$ cat src/rtl/serial_sub_pkg.sv
// rtl/serial_sub_pkg.sv - shared constants and state type for the serial nibble subtractor
//
// Purpose: slice width and FSM state encoding shared by nibble_sub and serial_nibble_sub.
// No ports.

package serial_sub_pkg;

    localparam int NIBBLE_W = 4;

    typedef enum logic [1:0] {
        IDLE = 2'd0,
        RUN  = 2'd1,
        DONE = 2'd2
    } sub_state_t;

endpackage

$ cat src/rtl/nibble_sub.sv
// rtl/nibble_sub.sv - combinational 4-bit subtraction slice computing x - y - bi
//
// Purpose: one nibble of a ripple subtractor, reused every cycle by the serial wrapper.
// Ports:
//   x, y : 4-bit minuend / subtrahend nibbles
//   bi   : borrow into bit 0
//   d    : 4-bit difference
//   bo   : borrow out of bit 3
//   b3   : borrow into bit 3 (used for signed overflow of the top nibble)

module nibble_sub
    import serial_sub_pkg::*;
(
    input  logic [NIBBLE_W-1:0] x,
    input  logic [NIBBLE_W-1:0] y,
    input  logic                bi,
    output logic [NIBBLE_W-1:0] d,
    output logic                bo,
    output logic                b3
);

    // One extra bit on each difference: it is set exactly when the result
    // went negative, i.e. when a borrow left that field.
    logic [NIBBLE_W:0]   full;
    logic [NIBBLE_W-1:0] low3;

    assign full = {1'b0, x} - {1'b0, y} - {{NIBBLE_W{1'b0}}, bi};
    assign low3 = {1'b0, x[2:0]} - {1'b0, y[2:0]} - {3'b000, bi};

    assign d  = full[NIBBLE_W-1:0];
    assign bo = full[NIBBLE_W];
    assign b3 = low3[3];

endmodule

$ cat src/rtl/serial_nibble_sub.sv
// rtl/serial_nibble_sub.sv - multi-cycle W-bit subtractor, one nibble per clock, LSB first
//
// Purpose: computes diff = a - b - bin over W = 4*NIBBLES bits using a single
// nibble_sub slice, borrow chained through a register, start/busy/done handshake.
// Optional feature macro: SERIAL_SUB_OVF_EN adds the signed-overflow output ovf.
// Ports:
//   clk, rst : clock, asynchronous active-high reset
//   start    : request operation (honoured in IDLE and DONE only)
//   a, b     : W-bit minuend / subtrahend, captured on accepted start
//   bin      : borrow-in, captured on accepted start
//   busy     : high while nibbles are being processed
//   done     : one-cycle pulse, diff/bout (and ovf) valid
//   diff     : registered W-bit result
//   bout     : registered borrow-out of the MSB nibble
//   ovf      : registered two's-complement overflow (SERIAL_SUB_OVF_EN only)

module serial_nibble_sub
    import serial_sub_pkg::*;
#(
    parameter int NIBBLES = 4
) (
    input  logic                        clk,
    input  logic                        rst,
    input  logic                        start,
    input  logic [NIBBLE_W*NIBBLES-1:0] a,
    input  logic [NIBBLE_W*NIBBLES-1:0] b,
    input  logic                        bin,
    output logic                        busy,
    output logic                        done,
    output logic [NIBBLE_W*NIBBLES-1:0] diff,
    output logic                        bout
`ifdef SERIAL_SUB_OVF_EN
    ,
    output logic                        ovf
`endif
);

    localparam int W  = NIBBLE_W * NIBBLES;
    localparam int KW = $clog2(NIBBLES);
    localparam logic [KW-1:0] K_LAST = KW'(NIBBLES - 1);

    sub_state_t          state_q, state_d;
    logic [KW-1:0]       k_q, k_d;
    logic [W-1:0]        a_sh_q, a_sh_d;
    logic [W-1:0]        b_sh_q, b_sh_d;
    logic [W-1:0]        res_q, res_d;
    logic                brw_q, brw_d;
    logic [W-1:0]        diff_q, diff_d;
    logic                bout_q, bout_d;

    logic [NIBBLE_W-1:0] nd;
    logic                nbo;
`ifdef SERIAL_SUB_OVF_EN
    logic                nb3;
    logic                ovf_q, ovf_d;
`endif

    nibble_sub u_slice (
        .x  (a_sh_q[NIBBLE_W-1:0]),
        .y  (b_sh_q[NIBBLE_W-1:0]),
        .bi (brw_q),
        .d  (nd),
        .bo (nbo),
`ifdef SERIAL_SUB_OVF_EN
        .b3 (nb3)
`else
        .b3 ()
`endif
    );

    always_ff @(posedge clk or posedge rst) begin
        if (rst) begin
            state_q <= IDLE;
            k_q     <= '0;
            a_sh_q  <= '0;
            b_sh_q  <= '0;
            res_q   <= '0;
            brw_q   <= 1'b0;
            diff_q  <= '0;
            bout_q  <= 1'b0;
`ifdef SERIAL_SUB_OVF_EN
            ovf_q   <= 1'b0;
`endif
        end else begin
            state_q <= state_d;
            k_q     <= k_d;
            a_sh_q  <= a_sh_d;
            b_sh_q  <= b_sh_d;
            res_q   <= res_d;
            brw_q   <= brw_d;
            diff_q  <= diff_d;
            bout_q  <= bout_d;
`ifdef SERIAL_SUB_OVF_EN
            ovf_q   <= ovf_d;
`endif
        end
    end

    always_comb begin
        state_d = state_q;
        k_d     = k_q;
        a_sh_d  = a_sh_q;
        b_sh_d  = b_sh_q;
        res_d   = res_q;
        brw_d   = brw_q;
        diff_d  = diff_q;
        bout_d  = bout_q;
`ifdef SERIAL_SUB_OVF_EN
        ovf_d   = ovf_q;
`endif

        case (state_q)
            IDLE, DONE: begin
                if (start) begin
                    state_d = RUN;
                    k_d     = '0;
                    a_sh_d  = a;
                    b_sh_d  = b;
                    brw_d   = bin;
                end else begin
                    state_d = IDLE;
                end
            end

            RUN: begin
                // New nibble enters at the MSB end so after NIBBLES shifts
                // nibble 0 has reached the LSB position.
                res_d  = {nd, res_q[W-1:NIBBLE_W]};
                brw_d  = nbo;
                a_sh_d = a_sh_q >> NIBBLE_W;
                b_sh_d = b_sh_q >> NIBBLE_W;
                k_d    = k_q + KW'(1);
                if (k_q == K_LAST) begin
                    state_d = DONE;
                    k_d     = '0;
                    // Publish straight from the slice so the last nibble
                    // does not need an extra cycle through res_q.
                    diff_d  = {nd, res_q[W-1:NIBBLE_W]};
                    bout_d  = nbo;
`ifdef SERIAL_SUB_OVF_EN
                    ovf_d   = nb3 ^ nbo;
`endif
                end
            end

            default: begin
                state_d = IDLE;
            end
        endcase
    end

    assign busy = (state_q == RUN);
    assign done = (state_q == DONE);
    assign diff = diff_q;
    assign bout = bout_q;
`ifdef SERIAL_SUB_OVF_EN
    assign ovf  = ovf_q;
`endif

endmodule

$ cat config.mk
export PLATFORM = sky130hd
export DESIGN_NAME = serial_nibble_sub
export DESIGN_NICKNAME = d
export VERILOG_FILES = /design/src/rtl/serial_sub_pkg.sv /design/src/rtl/nibble_sub.sv /design/src/rtl/serial_nibble_sub.sv
export SDC_FILE = /design/constraint.sdc
export NUM_CORES = 1
export LEC_CHECK = 0
export CAP_MARGIN = 10
export CORE_AREA = 2 2 78 80
export CTS_BUF_LIST = sky130_fd_sc_hd__clkbuf_4 sky130_fd_sc_hd__clkbuf_8 sky130_fd_sc_hd__clkbuf_16
export DETAILED_ROUTE_END_ITERATION = 7
export DIE_AREA = 0 0 80 82
export MAX_ROUTING_LAYER = met4
export PLACE_DENSITY = 0.77
export SLEW_MARGIN = 20
export SYNTH_ARGS = -nofsm -noshare
export SYNTH_HDL_FRONTEND = slang
export SYNTH_SLANG_ARGS = --single-unit
$ cat constraint.sdc
create_clock -name clk -period 3.1 [get_ports clk]
set_input_delay 0.465 -clock clk [delete_from_list [all_inputs] [get_ports clk]]
set_output_delay 0.465 -clock clk [all_outputs]
set_load 0.02 [all_outputs]
# ---- Word-level counts from Yosys, hierarchy flattened
# Index checks and enable logic that the tools add are counted.
dict set report classes {
  n_addsub 3
  mul 0
  n_div 0
  n_lt_le_gt_ge 0
  eq_ne 5
  shift 0
  mux 12
  bitwise_logic 0
  n_reduce_logical 5
}
# operator count
set op_table {}
lappend op_table {{16-bit one-hot mux with 2 select lines} 2}
lappend op_table {{16-bit 2-to-1 mux} 2}
lappend op_table {{2-bit one-hot mux with 2 select lines} 2}
lappend op_table {{2-bit 2-to-1 mux} 3}
lappend op_table {{4-bit by 4-bit subtractor with 5-bit output} 1}
lappend op_table {{5-bit by 1-bit subtractor with 5-bit output} 1}
lappend op_table {{2-bit == test, second input constant} 2}
lappend op_table {{2-bit AND reduction} 2}
lappend op_table {{2-bit by 1-bit adder with 2-bit output, second input constant} 1}
lappend op_table {{2-bit by 1-bit == test with 1-bit output, second input constant} 1}
lappend op_table {{2-bit logical NOT} 1}
lappend op_table {{1-bit 2-to-1 mux} 2}
lappend op_table {{2-bit by 1-bit != test with 1-bit output, second input constant} 1}
lappend op_table {{2-bit != test, second input constant} 1}
lappend op_table {{1-bit one-hot mux with 2 select lines} 1}
lappend op_table {{2-bit nonzero test} 1}
lappend op_table {{2-bit OR reduction} 1}
dict set report totals {
  register_bits 70
  latch_bits 0
  mem_bits_rw 0
  rom_bits 0
  input_bits 36
  out_inout_bits 19
  word_cells 33
  memories 0
}

# ---- Depth between registers and ports, before layout
dict set report depth {
  word_depth 4
  mapped_depth 9
  depth_no_buf 9
}

# ---- Modules after synthesis
# A second synthesis with hierarchy kept.
dict set report hier_totals {
  hier_cells 271
  hier_area_um2 3266.9
}
# mod n_inst cells_per_inst area_per_inst_um2 seq_area_each_um2
set modules_own_cells {}
lappend modules_own_cells {serial_nibble_sub 1 246 3075.4 1651.6}
lappend modules_own_cells {nibble_sub 1 25 191.4 0.0}

# ---- Worst setup path after synthesis
# Ideal clock, no wire load.
dict set report synth_path {
  path_kind {reg-to-reg}
  startpoint {register a_sh_q[0]}
  endpoint {register bout_q (netlist: bout)}
  setup_ns 0.131
  arrival_time_ns 2.239
  required_ns 2.969
  slack_ns 0.731
  path_stages_with_launch 9
  n_path_buf 0
  synth_period_minus_slack_ns 2.369
  cell_sequence {dfrtp_1 fa_1 inv_1 ha_1 or2_2 fa_1 nor2b_1 a2bb2oi_1 a31oi_1}
}
dict set report synth_via {
  elab_chain_len 2
}
# element line_no
set synth_rtl {}
lappend synth_rtl {{start, declared} serial_nibble_sub.sv:44} ;# logic [W-1:0] a_sh_q, a_sh_d;
lappend synth_rtl {{start signal, assigned} serial_nibble_sub.sv:87} ;# a_sh_q <= a_sh_d;
lappend synth_rtl {{4-bit by 4-bit subtractor with 5-bit output} nibble_sub.sv:27} ;# assign full = {1'b0, x} - {1'b0, y} - {{NIBBLE_W{1'b0}}, bi};
lappend synth_rtl {{5-bit by 1-bit subtractor with 5-bit output} nibble_sub.sv:27}
lappend synth_rtl {{end signal, assigned} serial_nibble_sub.sv:92} ;# bout_q <= bout_d;
lappend synth_rtl {{end, declared} serial_nibble_sub.sv:49} ;# logic bout_q, bout_d;
# No other way between the ends.
# A chain may end at the register's enable or synchronous reset.

# ---- Worst setup path after layout
dict set report layout_path {
  startpoint {register a_sh_q[0]}
  endpoint {register brw_q}
}
dict set report layout_via {
  elab_chain_len 3
}
# element line_no
set layout_rtl {}
lappend layout_rtl {{4-bit by 4-bit subtractor with 5-bit output} nibble_sub.sv:27}
lappend layout_rtl {{5-bit by 1-bit subtractor with 5-bit output} nibble_sub.sv:27}
lappend layout_rtl {{1-bit one-hot mux with 2 select lines} serial_nibble_sub.sv:112} ;# case (state_q)
lappend layout_rtl {{end signal, assigned} serial_nibble_sub.sv:90} ;# brw_q <= brw_d;
lappend layout_rtl {{end, declared} serial_nibble_sub.sv:47} ;# logic brw_q, brw_d;
# No other way between the ends.

==> reports/qor.csv <==
stage;metric;value;unit
route;drt-pass1-iter-count;4;
global_routing;grt_max_degree;67;
timing;period_needed;2536;ps
critical_path;start_kind;flop;
clock_tree;cts_buffers;9;
synth;ys_ff_latch;66;
clock_tree;cts_setup_buffers;0;
timing;finalSetupViolations;0;
pwr;peakVddDrop;0.5067;mV
floorplanning;initial_core_util;49.13;%
critical_path;crit_type;flop to flop;
timing;relSlewSlack;33.93;%
synth;syn-num-nets;304;
min_path;worst_hold_path_type;flop to flop;
clock_tree;clkSinkCount;66;
global_routing;grt_pass1_vias;2065;
synth;synth-xor-area-share;0.6206;%
synth;syn_area;2823;um2
route;wirelength;5452;um
critical_path;cpMostUsedCell;fa_1;
floorplanning;dieArea;6560;um2
place;dp_slack;577.2;ps
place;portBuffers;54;
critical_path;path_cells;fa_1, inv_1, ha_1, or2_2, fa_1, nor2b_1, a2bb2oi_1, a31oi_1;
final_layout;num_antenna_cells;0;
synth;ys_types;31;
final_layout;nFillCells;508;
synth;muxShareOfSynthArea;5.186;%
route;avgRoutedWirePerCell;13.98;um
timing;fmaxAchievable;0.3944;GHz
synth;synth.top_cells.by_count;66 x dfrtp_1, 34 x nand2_1, 24 x o22ai_1;
clock_tree;cts_tree;yes;
critical_path;required;3300;ps
final_layout;areaGrowthSynthToFinish;27.75;%
synth;synth.area.top_cells;dfrtp_1 59%, o22ai_1 5.3%, mux2_1 5.2%;
synth;synth_compound_area_share;12.23;%
place;gp_congestion;0.7716;
global_routing;grt-ovfl-total;0;
synth;seq_area_frac_synth;58.51;%
timing;fin_crit_sh;81.79;%
critical_path;critical-path-max-stage-delay;560;ps
critical_path;cp_max_fo;2;
synth;synth_ff_type;dfrtp_1;
clock_tree;cts.repair.resized;0;
floorplanning;fp-row-count;28;
synth;synth_warnings;0;
synth;avgSynthCellArea;10.90;um2
timing;slew_violations;0;
floorplanning;core_area;5746;um2
timing;rsz0062_at_grt;false;
job;drv_cap;0;
critical_path;arrival;2730;ps
critical_path;setup.worst_path.end_class;flop;
global_routing;antenna_found_initial;0;
clock_tree;clk_path_buf_depth;2;
synth;synth-simple-area-share;13.87;%
global_routing;grt.total_usage;19.20;%
floorplanning;fp.dieW;80;um
route;vias;2089;
clock_tree;hold_buffers;0;
synth;syn_inst;259;
timing;skew;5.302;ps
timing;timing.final.ws_setup;564.4;ps
final_layout;drive_above_1_share;7.619;%
outcome;status;complete, no violations;
critical_path;crit_slowest_cell;fa_1;
route;viasPerCell;5.356;
synth;synth_top_area_cell;dfrtp_1;
clock_tree;clock_latency;330;ps
timing;hold_violations;0;
synth;synth_top_family_by_area;simple AND/OR/NAND/NOR gates;
pwr;cellLeakagePower;1.648;nW
global_routing;grt_pass1_wl;9218;um
synth;async_flop_share;100.0;%
synth;synthDominantCellAreaShare;58.51;%
final_layout;layout.nets;355;
clock_tree;cts.clk_slew.worst_paths;70;ps
synth;synth_edf_count;0;
place;dp_hpwl;3517;um
route;dr.first_iter.drc_count;77;
floorplanning;die_h;82;um
synth;yosysMostFrequentCell;dfrtp_1;
pwr;powerDensity;1168;nW/um2
clock_tree;cts-root-buf;clkbuf_8;
synth;synthAdderAreaFrac;4.521;%
timing;finalSetupTns;0;ps
clock_tree;htree_levels;3;
timing;worstMarginPinSlew;991.1;ps
route;drtAntennaViolNets;0;
floorplanning;io_pins;55;
route;route.detailed.drc;0;
-- through the flow --
step,cells,util (%),area (um2),hold slack (ps),power (mW)
2_1_floorplan,259,-,2823,438.6,2.948
3_3_place_gp,374,59.12,3397,451.4,3.415
3_5_place_dp,374,59.12,3397,456.8,3.507
4_1_cts,390,62.76,3606,473.1,4.258
5_1_grt,390,62.76,3606,508.5,4.563
6_report,390,62.76,3606,467.6,4.210
-- layer usage --
| metal | wire length, um | part of all wire, % | track usage [%] |
|---|---|---|---|
| met1 | 2376 | 44 | 21.99 |
| met2 | 2702 | 50 | 31.58 |
| met3 | 285 | 5.2 | 4.835 |
| met4 | 87 | 1.6 | 9.661 |
| met5 | 0 | 0 | - |
-- cell families after synthesis --
group / Yosys count
AND/OR/NAND/NOR: 87
flip-flops: 66
AO/OA/AOI/OAI: 53
buffers and inverters: 29
multiplexers: 13
adder cells (fa/ha/maj): 9
XOR/XNOR: 2
-- worst paths after layout --
path / depth (start not counted) / to / startpoint / slack [ps]
worst min register to register: 2 / res_q[6]$_DFFE_PP0P_ / res_q[6]$_DFFE_PP0P_ / 470
max in group asynchronous: 3 / b_sh_q[5]$_DFFE_PP0P_ / rst / 2290
worst min-delay path: 2 / res_q[6]$_DFFE_PP0P_ / res_q[6]$_DFFE_PP0P_ / 470
worst max-delay path: 8 / brw_q$_DFFE_PP0P_ / a_sh_q[0]$_DFFE_PP0P_ / 560
worst max register to register: 8 / brw_q$_DFFE_PP0P_ / a_sh_q[0]$_DFFE_PP0P_ / 560
min in group asynchronous: 3 / res_q[8]$_DFFE_PP0P_ / rst / 510
-- layout make-up --
| type | instances | area [um2] | share of cell area, % |
|---|---|---|---|
| inverter | 12 | 47.55 | 1.319 |
| timing repair buffer | 57 | 575.6 | 15.96 |
| clock buffer | 14 | 173.9 | 4.823 |
| clock inverter | 2 | 35.03 | 0.9715 |
| multi-input combinational | 164 | 1028 | 28.52 |
| sequential | 66 | 1652 | 45.80 |
| tap | 75 | 93.84 | 2.602 |
-- registers in the layout (all words and copies together), names as in the netlist --
name / count
bout: 1
brw_q: 1
k_q: 2
diff: 16
a_sh_q: 16
state_q: 2
b_sh_q: 16
res_q: 12
-- power by group --
group / internal (mW) / leakage (nW) / total, mW / switching (mW)
clock: 0.442 / 0.111 / 0.744 / 0.302
combinational: 0.870 / 0.727 / 1.96 / 1.09
sequential: 1.29 / 0.810 / 1.51 / 0.225
total: 2.60 / 1.65 / 4.21 / 1.61
-- placed cells by master, fill, tap and decap left out, types with 2 or more instances in the layout --
master           Yosys  routed
a31oi_1              2       2
a22o_1               9       9
buf_4                2       2
nand2_1             34      34
mux2_1              13      13
nor2_1              21      21
nand2b_1             2       2
o31ai_1              2       2
ha_1                 7       7
o21ai_0              7       7
o22ai_1             24      24
nor3_1              21      21
xnor2_1              2       2
clkbuf_8             0      11
a21oi_1              6       6
dfrtp_1             66      66
clkdlybuf4s50_1      0      54
fa_1                 2       2
inv_1               11      10
clkbuf_4             0       3
nor2b_1              3       3
-- critical path: cells and delay by family, from the launching register on --
family / cells / cell delay (ps)
AOI/OAI and AO/OA: 2 / 360
buffers and inverters: 1 / 50
and+or+nand+nor: 2 / 450
adders and majority gates: 3 / 1140
DFF: 1 / 400
Power figures use the tool's default switching activity.
